--- src/rtl/mem_cmd_sequencer.sv ---
// Turns single core load/store requests into set-address + read/write command
// words for the bus master, caching the bus address and timing out stalled responses.
module mem_cmd_sequencer #(
  parameter int DW       = 32,
  parameter bit AUTO_INC = 1'b1,
  parameter int TIMEOUT  = 255
) (
  input  logic          clk,
  input  logic          reset,
  input  logic          req_valid,
  output logic          req_ready,
  input  logic          req_we,
  input  logic [DW-3:0] req_addr,
  input  logic [DW-1:0] req_wdata,
  output logic          resp_valid,
  output logic [DW-1:0] resp_rdata,
  output logic          resp_err,
  output logic          cmd_stb,
  output logic [DW+1:0] cmd_word,
  input  logic          cmd_busy,
  input  logic          rsp_stb,
  input  logic [DW+1:0] rsp_word
);

  localparam int AW = DW - 2;

  typedef enum logic [1:0] {S_IDLE, S_ADDR, S_CMD, S_WAIT} state_t;

  state_t        r_state, w_state;
  logic          r_we, w_we;
  logic [AW-1:0] r_addr, w_addr;
  logic [DW-1:0] r_wdata, w_wdata;
  logic          r_cache_valid, w_cache_valid;
  logic [AW-1:0] r_cache_addr, w_cache_addr;
  logic [15:0]   r_tcnt, w_tcnt;
  logic          r_cmd_stb, w_cmd_stb;
  logic [DW+1:0] r_cmd_word, w_cmd_word;
  logic          r_resp_valid, w_resp_valid;
  logic [DW-1:0] r_resp_rdata, w_resp_rdata;
  logic          r_resp_err, w_resp_err;

  logic          w_cmd_acc;
  logic          w_hit;
  logic          w_rsp_ok;
  logic          w_finish;
  logic          w_timeout;
  logic [DW+1:0] w_rw_req;
  logic [DW+1:0] w_rw_cap;
  logic [DW+1:0] w_set_addr;

  assign w_cmd_acc  = r_cmd_stb && !cmd_busy;
  assign w_hit      = r_cache_valid && (req_addr == r_cache_addr);
  assign w_rsp_ok   = (rsp_word[DW+1:DW] == 2'b00);
  assign w_rw_req   = req_we ? {2'b01, req_wdata} : {2'b00, {DW{1'b0}}};
  assign w_rw_cap   = r_we   ? {2'b01, r_wdata}   : {2'b00, {DW{1'b0}}};
  assign w_set_addr = {2'b10, 1'b0, AUTO_INC, req_addr};

  always_comb begin
    w_state       = r_state;
    w_we          = r_we;
    w_addr        = r_addr;
    w_wdata       = r_wdata;
    w_cache_valid = r_cache_valid;
    w_cache_addr  = r_cache_addr;
    w_tcnt        = r_tcnt;
    w_cmd_stb     = r_cmd_stb;
    w_cmd_word    = r_cmd_word;
    w_resp_valid  = 1'b0;
    w_resp_rdata  = '0;
    w_resp_err    = 1'b0;
    w_finish      = 1'b0;
    w_timeout     = 1'b0;

    case (r_state)
      S_IDLE: begin
        if (req_valid) begin
          w_we      = req_we;
          w_addr    = req_addr;
          w_wdata   = req_wdata;
          w_cmd_stb = 1'b1;
          if (w_hit) begin
            w_state    = S_CMD;
            w_cmd_word = w_rw_req;
          end else begin
            w_state    = S_ADDR;
            w_cmd_word = w_set_addr;
          end
        end
      end
      S_ADDR: begin
        if (w_cmd_acc) begin
          w_state    = S_CMD;
          w_cmd_word = w_rw_cap;
        end
      end
      S_CMD: begin
        if (w_cmd_acc) begin
          w_cmd_stb     = 1'b0;
          w_tcnt        = '0;
          w_cache_valid = 1'b1;
          w_cache_addr  = AUTO_INC ? r_addr + AW'(1) : r_addr;
          // A response arriving with the read/write acceptance completes the request.
          if (rsp_stb) w_finish = 1'b1;
          else         w_state  = S_WAIT;
        end
      end
      S_WAIT: begin
        if (rsp_stb) begin
          w_finish = 1'b1;
        end else begin
          w_tcnt = r_tcnt + 16'd1;
          if (w_tcnt == 16'(TIMEOUT)) w_timeout = 1'b1;
        end
      end
      default: w_state = S_IDLE;
    endcase

    if (w_finish) begin
      w_state      = S_IDLE;
      w_resp_valid = 1'b1;
      w_resp_err   = !w_rsp_ok;
      w_resp_rdata = (w_rsp_ok && !r_we) ? rsp_word[DW-1:0] : '0;
      if (!w_rsp_ok) w_cache_valid = 1'b0;
    end

    if (w_timeout) begin
      w_state       = S_IDLE;
      w_resp_valid  = 1'b1;
      w_resp_err    = 1'b1;
      w_cache_valid = 1'b0;
    end
  end

  always_ff @(posedge clk) begin
    if (reset) begin
      r_state       <= S_IDLE;
      r_we          <= 1'b0;
      r_addr        <= '0;
      r_wdata       <= '0;
      r_cache_valid <= 1'b0;
      r_cache_addr  <= '0;
      r_tcnt        <= '0;
      r_cmd_stb     <= 1'b0;
      r_cmd_word    <= '0;
      r_resp_valid  <= 1'b0;
      r_resp_rdata  <= '0;
      r_resp_err    <= 1'b0;
    end else begin
      r_state       <= w_state;
      r_we          <= w_we;
      r_addr        <= w_addr;
      r_wdata       <= w_wdata;
      r_cache_valid <= w_cache_valid;
      r_cache_addr  <= w_cache_addr;
      r_tcnt        <= w_tcnt;
      r_cmd_stb     <= w_cmd_stb;
      r_cmd_word    <= w_cmd_word;
      r_resp_valid  <= w_resp_valid;
      r_resp_rdata  <= w_resp_rdata;
      r_resp_err    <= w_resp_err;
    end
  end

  assign req_ready  = (r_state == S_IDLE);
  assign resp_valid = r_resp_valid;
  assign resp_rdata = r_resp_rdata;
  assign resp_err   = r_resp_err;
  assign cmd_stb    = r_cmd_stb;
  assign cmd_word   = r_cmd_word;

endmodule

--- config.mk ---
export PLATFORM = sky130hd
export DESIGN_NAME = mem_cmd_sequencer
export DESIGN_NICKNAME = d
export VERILOG_FILES = /design/src/rtl/mem_cmd_sequencer.sv
export SDC_FILE = /design/constraint.sdc
export NUM_CORES = 1
export LEC_CHECK = 0
export ABC_AREA = 1
export CAP_MARGIN = 10
export CORE_ASPECT_RATIO = 0.9
export CORE_MARGIN = 4
export CORE_UTILIZATION = 55
export DETAILED_ROUTE_END_ITERATION = 8
export PLACE_DENSITY = 0.83
export SYNTH_ARGS = -nofsm -noshare
export SYNTH_HDL_FRONTEND = slang
export SYNTH_SLANG_ARGS = --single-unit
--- constraint.sdc ---
create_clock -name clk -period 3 [get_ports clk]
set_input_delay 0.6 -clock clk [delete_from_list [all_inputs] [get_ports clk]]
set_output_delay 0.6 -clock clk [all_outputs]
set_load 0.02 [all_outputs]
==> results.cfg <==
[status]
status = completed

[power]
p_per_area_nw_per_um2 = 685
p_leak_nw = 5.29
ir_worst_vdd_v = 0.000394

[finish]
finalNonFillerCells = 1830
area_growth_pct = 25.8
final_cell_mix = 319 x nand2_1, 229 x inv_1, 181 x dfxtp_1
nets = 1715
n_antenna_cell = 0
final_common_cell = nand2_1
drive_gt1_share_pct = 7.54
finalInstanceArea_um2 = 11900
final_core_util_pct = 70.6

[global_routing]
grt_pass1_vias = 9349
grt_max_degree = 50
grt.total_usage_pct = 29.7
grt_overflow = 0
grt_pass1_wl_mm = 46.7
antenna_found_initial = 0

[floorplan]
die_area_um2 = 19300
die_w_um = 146
row_count = 45
top_level_ports = 172
core_um2 = 16800
die_y_um = 132
start_util_pct = 56.1

[logic_synthesis]
synth_fp_nets = 1565
synth_enable_flop_cells = 0
ys_ff_latch = 181
synth_top_flop_cell = dfxtp_1
async_reset_ff_share_pct = 0
synth.largest_area_cell = dfxtp_1
ys_warn_count = 0
synth_cells = 1456
synth_area_um2 = 9440
synthTopCellsByArea = dfxtp_1 38%, nand2_1 13%, inv_1 9.1%
synth_top_area_share_pct = 38.4
ys_seq_area_share_pct = 38.4
avgSynthCellArea_um2 = 6.49
synth_cell_types = 41

[sta]
skew_ns = 0.0156
max_freq_ghz = 0.406
finalSetupTns_ns = 0
min_period_ns = 2.46
setup_viol = 0
fin_hold_ws_ns = 0.452
drv_slew = 0
rsz0062_at_grt = no
layout_worst_path_cycle_share_pct = 82.1
maxSlewHeadroom_pct = 34.7
finalHoldViolCount = 0
tightest_slew_ns = 0.979

[clock_network]
clk_path_buf_depth = 2
cts_buffers = 17
cts_tree = built
hold_buffers = 0
ctsResizeCount = 0
clkLatencyLatePin_ns = 0.44
cts-root-buf = clkbuf_16
cts_sinks = 181
htree_levels = 4
postCtsSetupRepairBufs = 0
clk_pin_slew_worst_paths_ns = 0.07

[worst_hold_path]
hold_path_class = reg -> reg
hold_start = r_wdata[0]$_SDFFE_PP0P_
holdPathStages = 2
min_to = r_wdata[0]$_SDFFE_PP0P_

[worst_setup_path]
r2r_slack_ns = 0.54
critical_path.slowest_cell = inv_2
required_ns = 3.39
crit_top_cell = inv_2
path_cells = inv_1 -> ha_1 -> inv_2 -> o21a_1 -> inv_2 -> nand2_1 -> o21ai_1 -> inv_2 -> nand3_1 -> nand2_1 -> inv_1
crit_fanout = 33
cpPeakStageDelay_ns = 0.52
r2r-end = cmd_word[19]$_SDFFE_PP0P_
startpoint_type = flop
worstSetupEndpointType = flop
cp.arrival_ns = 2.85
ff2ff_path_depth = 11
timing.rr.start = r_state[1]$_SDFFE_PP0P_
critPathKind = reg -> reg

[placed_design]
dpl.hpwl_mm = 21.1
placed_area_um2 = 11300
gp_congestion = 0.964
portBuffers = 171
placedCellCount = 1798

[route]
routed_wl_mm = 29.3
ant_nets = 0
drtIter0Drc = 1125
dr.pass1.iters = 8
vias = 10059
post_drt_via_cell_ratio = 5.50
drcViolationCount = 0
routedWlPerCell_um = 16.0

[flow_run]
maxCapViolations = 0
worst max-delay path by stage:
stage                                        from                         to  slack (ns)  cells after the start
after floorplan           r_state[0]$_SDFFE_PP0P_  cmd_word[30]$_SDFFE_PP0P_        1.19                     13
after CTS                 r_state[0]$_SDFFE_PP0P_                  req_ready        0.52                      3
after global placement                req_addr[8]  cmd_word[20]$_SDFFE_PP0P_        0.38                     14
after global routing      r_state[1]$_SDFFE_PP0P_  cmd_word[19]$_SDFFE_PP0P_        0.38                     11
after detailed placement              req_addr[8]  cmd_word[20]$_SDFFE_PP0P_        0.38                     14
final                     r_state[1]$_SDFFE_PP0P_  cmd_word[19]$_SDFFE_PP0P_        0.54                     11
Yosys cell counts, types with 7 or more instances:
cell type	instances
nand2_1	320
inv_1	230
dfxtp_1	181
nor2_1	155
a21oi_1	122
o21ai_0	107
nand3_1	106
clkbuf_1	42
inv_2	26
o21ai_1	22
nand4_1	14
nor2_2	12
nor3_1	12
xnor2_1	10
xor2_1	9
nand3_2	8
buf_2	7
buf_6	7
ha_1	7
flip-flops by register name, indices dropped and copies added, names as in the netlist, 2 cells and up:
| name | count |
|---|---|
| cmd_word | 34 |
| resp_rdata | 32 |
| r_cache_addr | 30 |
| r_addr | 30 |
| r_state | 2 |
| r_tcnt | 16 |
| r_wdata | 32 |
logic make-up (layout without fill, tap and decap cells):
kind of cell    count (synthesis)  in the layout  synth area share [%]
flops                         181            181                  38.4
fa+ha+maj                       7              7                 0.927
simple gates                  658            658                  30.6
compound gates                270            270                  14.8
xor+xnor                       19             19                  1.76
buf+inv                       321            484                  13.6
power breakdown:
group          internal, W  switching [W]  total [W]  leakage [nW]
registers          0.00284       0.000315    0.00316          1.48
logic              0.00102        0.00174    0.00276          3.52
clock network      0.00112        0.00111    0.00223         0.284
per-stage QoR:
step,power (W),worst slack (ns)
after global routing,0.00855,0.384
after floorplan,0.00485,1.19
after detailed placement,0.00589,0.383
after CTS,0.00811,0.522
after global placement,0.00584,0.376
final,0.00814,0.536
routing by layer:
| metal | part of all wire, % | routed length [um] | GRT usage [%] | vias to the layer above |
|---|---|---|---|---|
| met5 | 0 | 0 | 0 | - |
| met4 | 3.6 | 1060 | 12.2 | 0 |
| met3 | 11 | 3370 | 9.04 | 95 |
| met2 | 45 | 13200 | 46.9 | 597 |
| met1 | 40 | 11700 | 37.9 | 4507 |
| li1 | - | - | - | 4860 |
area by class of cell:
class                   count  area, um^2
fillers                  1437        4950
multi-input cells         954        4550
flip-flops and latches    181        3620
repair buffers            191        1890
inverters                 261         981
clock buffers              17         425
well taps                 211         264
clock inverters            15         156
worst max-delay path: cells and delay by family (launching register included):
| kind | cells | cell delay [ns] |
|---|---|---|
| AOI/OAI and AO/OA | 2 | 0.50 |
| adders and majority gates | 1 | 0.33 |
| buffers and inverters | 5 | 0.94 |
| DFF | 1 | 0.33 |
| and+or+nand+nor | 3 | 0.27 |
(Power assumes the default switching activity.)
